$ cat config.mk
export PLATFORM = sky130hd
export DESIGN_NAME = muldiv_unit
export DESIGN_NICKNAME = d
export VERILOG_FILES = /design/src/rtl/muldiv_unit.sv
export SDC_FILE = /design/constraint.sdc
export NUM_CORES = 1
export LEC_CHECK = 0
export CORE_MARGIN = 3
export CORE_UTILIZATION = 29
export DETAILED_ROUTE_END_ITERATION = 10
export SETUP_SLACK_MARGIN = 0.5
export SLEW_MARGIN = 20
export SYNTH_ARGS = -nofsm -noshare
export SYNTH_HDL_FRONTEND = slang
export SYNTH_SLANG_ARGS = --single-unit
$ cat constraint.sdc
create_clock -name clk -period 2.9 [get_ports clk]
set_input_delay 0.58 -clock clk [delete_from_list [all_inputs] [get_ports clk]]
set_output_delay 0.58 -clock clk [all_outputs]
set_load 0.05 [all_outputs]
$ cat src/rtl/muldiv_unit.sv
// rtl/muldiv_unit.sv - iterative MULT/MULTU/DIV/DIVU unit producing a 2*WIDTH-bit HI/LO result
// Optional build macro MULDIV_FAST_MUL_EN: multiplies use one registered WIDTH x WIDTH product in PREP.
module muldiv_unit #(
  parameter int WIDTH = 32
) (
  input  logic             clk,
  input  logic             rst,
  input  logic             in_valid,
  output logic             in_ready,
  input  logic [1:0]       op,
  input  logic [WIDTH-1:0] a,
  input  logic [WIDTH-1:0] b,
  output logic             out_valid,
  input  logic             out_ready,
  output logic [WIDTH-1:0] hi,
  output logic [WIDTH-1:0] lo,
  output logic             div_zero
);
  localparam int CNT_W = $clog2(WIDTH + 1);
  localparam logic [CNT_W-1:0] CNT_INIT = CNT_W'(WIDTH);
  localparam logic [CNT_W-1:0] CNT_ONE  = CNT_W'(1);

  typedef enum logic [2:0] {
    S_IDLE,
    S_PREP,
    S_CALC,
    S_FIX,
    S_DONE
  } state_t;

  state_t r_state;
  state_t w_state_next;

  logic [1:0]       r_op;
  logic [WIDTH-1:0] r_a_in;
  logic [WIDTH-1:0] r_b_in;
  logic [WIDTH:0]   r_acc;
  logic [WIDTH-1:0] r_q;
  logic [WIDTH-1:0] r_m;
  logic [CNT_W-1:0] r_cnt;
  logic             r_neg_lo;
  logic             r_neg_hi;
  logic             r_dz;
  logic             r_out_valid;
  logic [WIDTH-1:0] r_hi;
  logic [WIDTH-1:0] r_lo;
  logic             r_div_zero;

  logic               w_is_div;
  logic               w_is_signed;
  logic [WIDTH-1:0]   w_abs_a;
  logic [WIDTH-1:0]   w_abs_b;
  logic [WIDTH:0]     w_sum;
  logic [WIDTH:0]     w_mul_acc;
  logic [WIDTH:0]     w_shift;
  logic [WIDTH+1:0]   w_diff;
  logic               w_ge;
  logic [2*WIDTH-1:0] w_prod;
  logic [2*WIDTH-1:0] w_prod_s;
  logic [WIDTH-1:0]   w_quo;
  logic [WIDTH-1:0]   w_rem;

  assign w_is_div    = r_op[1];
  assign w_is_signed = r_op[0];
  assign w_abs_a     = (w_is_signed && r_a_in[WIDTH-1]) ? -r_a_in : r_a_in;
  assign w_abs_b     = (w_is_signed && r_b_in[WIDTH-1]) ? -r_b_in : r_b_in;

  // Shift-add step: {r_acc, r_q} is the partial product, multiplier bits leave r_q LSB first.
  assign w_sum     = r_acc + {1'b0, r_m};
  assign w_mul_acc = r_q[0] ? w_sum : r_acc;

  // Restoring step: r_q holds the remaining dividend bits and collects quotient bits from the right.
  assign w_shift = {r_acc[WIDTH-1:0], r_q[WIDTH-1]};
  assign w_diff  = {1'b0, w_shift} - {2'b00, r_m};
  assign w_ge    = ~w_diff[WIDTH+1];

  assign w_prod   = {r_acc[WIDTH-1:0], r_q};
  assign w_prod_s = r_neg_lo ? -w_prod : w_prod;
  assign w_quo    = r_neg_lo ? -r_q : r_q;
  assign w_rem    = r_neg_hi ? -r_acc[WIDTH-1:0] : r_acc[WIDTH-1:0];

`ifdef MULDIV_FAST_MUL_EN
  logic [2*WIDTH-1:0] w_fast_prod;
  assign w_fast_prod = (2*WIDTH)'(w_abs_a) * (2*WIDTH)'(w_abs_b);
`endif

  always_ff @(posedge clk) begin
    if (rst) begin
      r_state <= S_IDLE;
    end else begin
      r_state <= w_state_next;
    end
  end

  always_comb begin
    w_state_next = r_state;
    case (r_state)
      S_IDLE: if (in_valid) w_state_next = S_PREP;
      S_PREP: begin
        w_state_next = S_CALC;
`ifdef MULDIV_FAST_MUL_EN
        if (!w_is_div) w_state_next = S_FIX;
`endif
      end
      S_CALC: if (r_cnt == CNT_ONE) w_state_next = S_FIX;
      S_FIX:  w_state_next = S_DONE;
      S_DONE: if (r_out_valid && out_ready) w_state_next = S_IDLE;
      default: w_state_next = S_IDLE;
    endcase
  end

  always_ff @(posedge clk) begin
    if (rst) begin
      r_op        <= '0;
      r_a_in      <= '0;
      r_b_in      <= '0;
      r_acc       <= '0;
      r_q         <= '0;
      r_m         <= '0;
      r_cnt       <= '0;
      r_neg_lo    <= 1'b0;
      r_neg_hi    <= 1'b0;
      r_dz        <= 1'b0;
      r_out_valid <= 1'b0;
      r_hi        <= '0;
      r_lo        <= '0;
      r_div_zero  <= 1'b0;
    end else begin
      // out_valid trails entry into DONE by one edge and drops on the handshake edge.
      r_out_valid <= (r_state == S_DONE) && !(r_out_valid && out_ready);
      case (r_state)
        S_IDLE: begin
          if (in_valid) begin
            r_op   <= op;
            r_a_in <= a;
            r_b_in <= b;
          end
        end
        S_PREP: begin
          r_q      <= w_abs_a;
          r_m      <= w_abs_b;
          r_acc    <= '0;
          r_cnt    <= CNT_INIT;
          r_neg_lo <= w_is_signed && (r_a_in[WIDTH-1] ^ r_b_in[WIDTH-1]);
          r_neg_hi <= w_is_signed && r_a_in[WIDTH-1];
          r_dz     <= w_is_div && (r_b_in == '0);
`ifdef MULDIV_FAST_MUL_EN
          if (!w_is_div) {r_acc, r_q} <= {1'b0, w_fast_prod};
`endif
        end
        S_CALC: begin
          r_cnt <= r_cnt - CNT_ONE;
          if (w_is_div) begin
            r_acc <= w_ge ? w_diff[WIDTH:0] : w_shift;
            r_q   <= {r_q[WIDTH-2:0], w_ge};
          end else begin
            r_acc <= {1'b0, w_mul_acc[WIDTH:1]};
            r_q   <= {w_mul_acc[0], r_q[WIDTH-1:1]};
          end
        end
        S_FIX: begin
          if (!w_is_div) begin
            r_hi       <= w_prod_s[2*WIDTH-1:WIDTH];
            r_lo       <= w_prod_s[WIDTH-1:0];
            r_div_zero <= 1'b0;
          end else if (r_dz) begin
            r_hi       <= r_a_in;
            r_lo       <= '1;
            r_div_zero <= 1'b1;
          end else begin
            r_hi       <= w_rem;
            r_lo       <= w_quo;
            r_div_zero <= 1'b0;
          end
        end
        default: ;
      endcase
    end
  end

  assign in_ready  = (r_state == S_IDLE);
  assign out_valid = r_out_valid;
  assign hi        = r_hi;
  assign lo        = r_lo;
  assign div_zero  = r_div_zero;

endmodule

Word level (Yosys, flattened, before mapping)
Index checks and enable logic that the tools add are counted.

Flip-flop bits (word level): 241. Latch bits: 0. Bits in writable memories: 0. Bits in read-only memories: 0. Word-level logic and storage cells: 67. Memories kept: 0.

$add $sub $neg: 8. Multipliers: 0. Div/mod/pow operators: 0. Order comparisons: 0. Equality and inequality tests: 8. Shift-type cells: 0. Muxes and demuxes: 22. Bitwise logic cells: 2. Reduce and logical (&&, ||, !) cells: 12.

Operator list (number): $mux 32 (9); $neg 32->32 (4); $mux 33 (3); $pmux 33 s2 (1); $mux 64 (1); $neg 64->64 (1); $pmux 32 s2 (1); $sub 33x32->34 (1); $add 33x32->33 (1); $logic_not 32->1 (1); $pmux 3 s5 (1); $pmux 6 s2 (1); $mux 3 (3); $eq 3x2->1 const B (2); $eq 6x1->1 const B (1); $logic_and 1x1->1 (6); $ne 2x2->1 const B (3); $sub 6x1->6 const B (1); $eq 3x1->1 const B (1); $eq 3x3->1 const B (1); $logic_not 3->1 (1); $reduce_and 3->1 (1); $mux 1 (2); $reduce_and 2->1 (1); 4 further kinds (4).

Longest topological paths before layout
Depth in word-level cells: 4. Gate-level depth with buffers: 14.

Worst setup path before layout
OpenSTA, ideal clock, no wires.

Kind: register -> register. From: register r_q[0]. To: register r_hi[10], in the netlist hi[10]. Library setup time: 0.118 ns. Data arrival time: 2.940 ns. Required time: 2.782 ns. Path slack: -0.158 ns. Cell stages (with the launch flop): 13. Clock period less this slack: 3.058 ns. Cell sequence: dfxtp_1 > inv_1 > clkbuf_1 > clkbuf_1 > ha_1 > inv_1 > or3_1 > or4_4 > buf_6 > o21ai_0 > mux2_2 > o221ai_1 > nand2_1.

Cells in the longest elaborated chain, start to end: 3.

Ends and longest elaborated chain: from (decl) (RTL line 38) `logic [WIDTH-1:0] r_q;`; from (signal assigned) (RTL line 140) `r_q <= w_abs_a;`; from (signal assigned) (RTL line 155) `r_q <= {r_q[WIDTH-2:0], w_ge};`; from (signal assigned) (RTL line 158) `r_q <= {w_mul_acc[0], r_q[WIDTH-1:1]};`; $neg 64->64 (RTL line 78) `assign w_prod_s = r_neg_lo ? -w_prod : w_prod;`; $mux 64 (RTL line 78); $mux 32 (RTL line 162) `if (!w_is_div) begin`; to (signal assigned) (RTL line 163) `r_hi <= w_prod_s[2*WIDTH-1:WIDTH];`; to (signal assigned) (RTL line 167) `r_hi <= r_a_in;`; to (signal assigned) (RTL line 171) `r_hi <= w_rem;`; to (decl) (RTL line 45) `logic [WIDTH-1:0] r_hi;`.

No other way between the ends. A chain may end at the register's enable or synchronous reset.

Final worst setup path
From: register r_q[20]. To: register r_hi[0], in the netlist hi[0].

The elaborated chain is that of the path after synthesis.

==> run summary <==
Ports: 137
placer congestion estimate: 0.948
total global routing track utilization: 0.217
Rows: 88
Peak supply drop: 423 µV
worst reg-to-reg setup slack: -100 ps
Critical Path RT: 3320 ps
TritonCTS buffer count: 28
Fill cells: 5,626
max_slew headroom: 0.290
Worst setup SP type: flip-flop
die area: 62,400 µm²
maximum root-to-sink buffer count: 3
Highest Clock Rate: 333 MHz
vias per cell: 5.59
DP Area: 21,400 µm²
hold wc startpoint: rst
Final period util: 1.04
worst-path maximum fanout: 5
top_reg_cell synth: dfxtp_1
Clk Latency, worst-skew pair: 570 ps
number of antenna violations at the first check in global routing: 2
status: complete, but fails checks
Clock Root Buffer: clkbuf_16
Final HPWL DP: 53,600 µm
EDFF count, synth: 0
final setup violation count: 8
failing checks: negative setup slack
H-tree depth: 1
Iteration-0 DRC Markers: 1,577
R2R depth: 10
Leakage: 9.74 nW
nets: 2,796
Die H: 250 µm
vias in the first global route: 18,145
Worst-path clk slew: 60 ps
RSZ-0062 raised after global routing: true
yosys warns: 0
Slew @ Worst Pin: 1060 ps
Worst Skew: 15.7 ps
Mean Syn Cell Area: 7.49 µm²
Worst Hold Depth: 2
hold_ws: 395 ps
crit path DAT: 3430 ps
P&R area growth vs syn: 47.3%
post-route cell area: 25,400 µm²
final hold vios: 0
GRT overflow: 0
WL per Instance: 21.2 µm
ratio of cells with drive above 1 in the final layout: 0.307
ANT cells: 0
CTS tree: yes
ANT nets after route: 0
Worst Hold End: out_valid$_SDFF_PP0_
Worst Hold Class: in -> reg
Mapped Cells: 2,299
Power Density: 641 nW/µm²
max-cap violations: 0
Starting Density: 0.296
syn nets: 2,441
clock sinks: 241
CP Capture Type: flip-flop
# DRC: 0
global-route wire length before repair: 108,000 µm
Seq/Total Area, Yosys: 0.280
core area: 58,200 µm²
Post-synth ARST share: 0
via count: 19,227
synthesized area: 17,200 µm²
CP startpoint: r_q[20]$_SDFFE_PP0P_
Routed WL: 72,900 µm
1st-pass router iterations: 5
fin. max-slew vios: 0
die width: 250 µm
reg2reg end: hi[0]$_SDFFE_PP0P_
Final min period: 3000 ps
Synth Register Bits: 241
largest net degree at the start of global routing: 97
Final WS setup: -104 ps
Critical R2R Launch: r_q[20]$_SDFFE_PP0P_
port bufs: 136
Synth cell types: 75
critical path type: reg -> reg
[metal layers]
metal,vias up,track usage,share of wire,wire length [µm]
li1,9037,-,-,-
met1,9279,0.306,0.45,32900
met2,754,0.343,0.44,32300
met3,155,0.0288,0.073,5290
met4,2,0.0668,0.033,2440
met5,-,0,0.00016,12
[critical path, cell delays in order (launching register included)]
cell      delay (ps)
dfxtp_2          320
or4_4            530
or4_4            440
or4_4            560
buf_12           170
buf_4            140
nand2_4          100
o22ai_2           90
a311oi_2         270
buf_4            190
nor3_1            40
[logic make-up (layout without fill, tap and decap cells)]
kind of cell             count (synthesis)  after routing  share of synthesized area
AO/OA/AOI/OAI                          728            728                      0.273
XOR/XNOR                               176            176                     0.0895
adder cells (fa/ha/maj)                 72             72                     0.0532
buffers and inverters                  262            639                     0.0592
flip-flops                             241            241                      0.280
multiplexers                            77             77                     0.0452
AND/OR/NAND/NOR                        743            743                      0.200
[synthesized netlist by cell type (all sizes together) (15+ instances only)]
master,n,area (µm²)
nor2,189,709
buf,27,131
o31ai,35,263
mux2i,71,711
o211ai,21,158
ha,70,876
nor4,23,150
nor2b,24,150
a31oi,20,125
o41ai,20,216
a22o,19,166
inv,66,248
nand4,17,106
nand2,302,1130
or4,27,221
nand3,30,150
a211oi,138,1040
a21o,36,270
o21ai,141,706
a311oi,15,131
dfxtp,241,4820
xor2,95,832
a21oi,223,1120
xnor2,81,709
clkbuf,169,641
nor3,39,195
or3,31,199
[cell type report]
| type | count | area [µm²] | area share |
|---|---|---|---|
| flip-flops and latches | 241 | 4930 | 0.194 |
| clock buffers | 38 | 801 | 0.0316 |
| inverters | 66 | 263 | 0.0104 |
| clock inverters | 14 | 161 | 0.00636 |
| repair buffers | 521 | 4650 | 0.183 |
| well taps | 765 | 957 | 0.0377 |
| multi-input cells | 1796 | 13600 | 0.536 |
[worst max-delay path by stage]
stage | endpoint | depth (start not counted)
final | hi[0]$_SDFFE_PP0P_ | 10
after detailed placement | hi[19]$_SDFFE_PP0P_ | 10
after global placement | hi[31]$_SDFFE_PP0P_ | 10
after floorplan | hi[10]$_SDFFE_PP0P_ | 9
after global routing | hi[28]$_SDFFE_PP0P_ | 10
after CTS | hi[31]$_SDFFE_PP0P_ | 10
[registers in the layout, summed over array words and instances (netlist names), 2 cells and up]
register / cells
r_q: 32
r_acc: 33
r_a_in: 32
r_op: 2
r_state: 3
lo: 32
r_b_in: 32
r_m: 32
r_cnt: 6
hi: 32
[cell usage in the layout (no fill, tap or decap), types with 62 or more instances in the layout]
cell type and instances:
nor2_1 179, clkdlybuf4s50_1 108, a211oi_1 122, a21oi_1 168, buf_4 308, mux2i_1 62, xnor2_1 74, nand2_1 285
xor2_1 92, o21ai_0 63, dfxtp_1 190
[report_power, final]
part	switching (W)	internal (W)
Sequential	0.000450	0.00367
Clock	0.00156	0.00220
Combinational	0.00457	0.00380
[stage by stage]
stage                     worst slack [ps]  instances  setup TNS, ps  total power [W]  utilization
after floorplan                      -2.51       2299          -5.30          0.00803            -
after global placement                -220       3302          -1560           0.0105        0.368
after detailed placement              -210       3302          -1970           0.0106        0.368
after CTS                            -62.1       3411           -443           0.0155        0.416
after global routing                  -155       3441          -1400           0.0170        0.436
final                                 -104       3441           -361           0.0163        0.436
[repair_timing]
action / CTS / global route
cloned: 1 / 1
setup endpoints to repair: 122 / 107
hold buffers: 0 / 0
setup buffers: 56 / 29
pin swaps: 137 / 118
gates resized for setup: 366 / 191
Power figures use the tool's default switching activity.
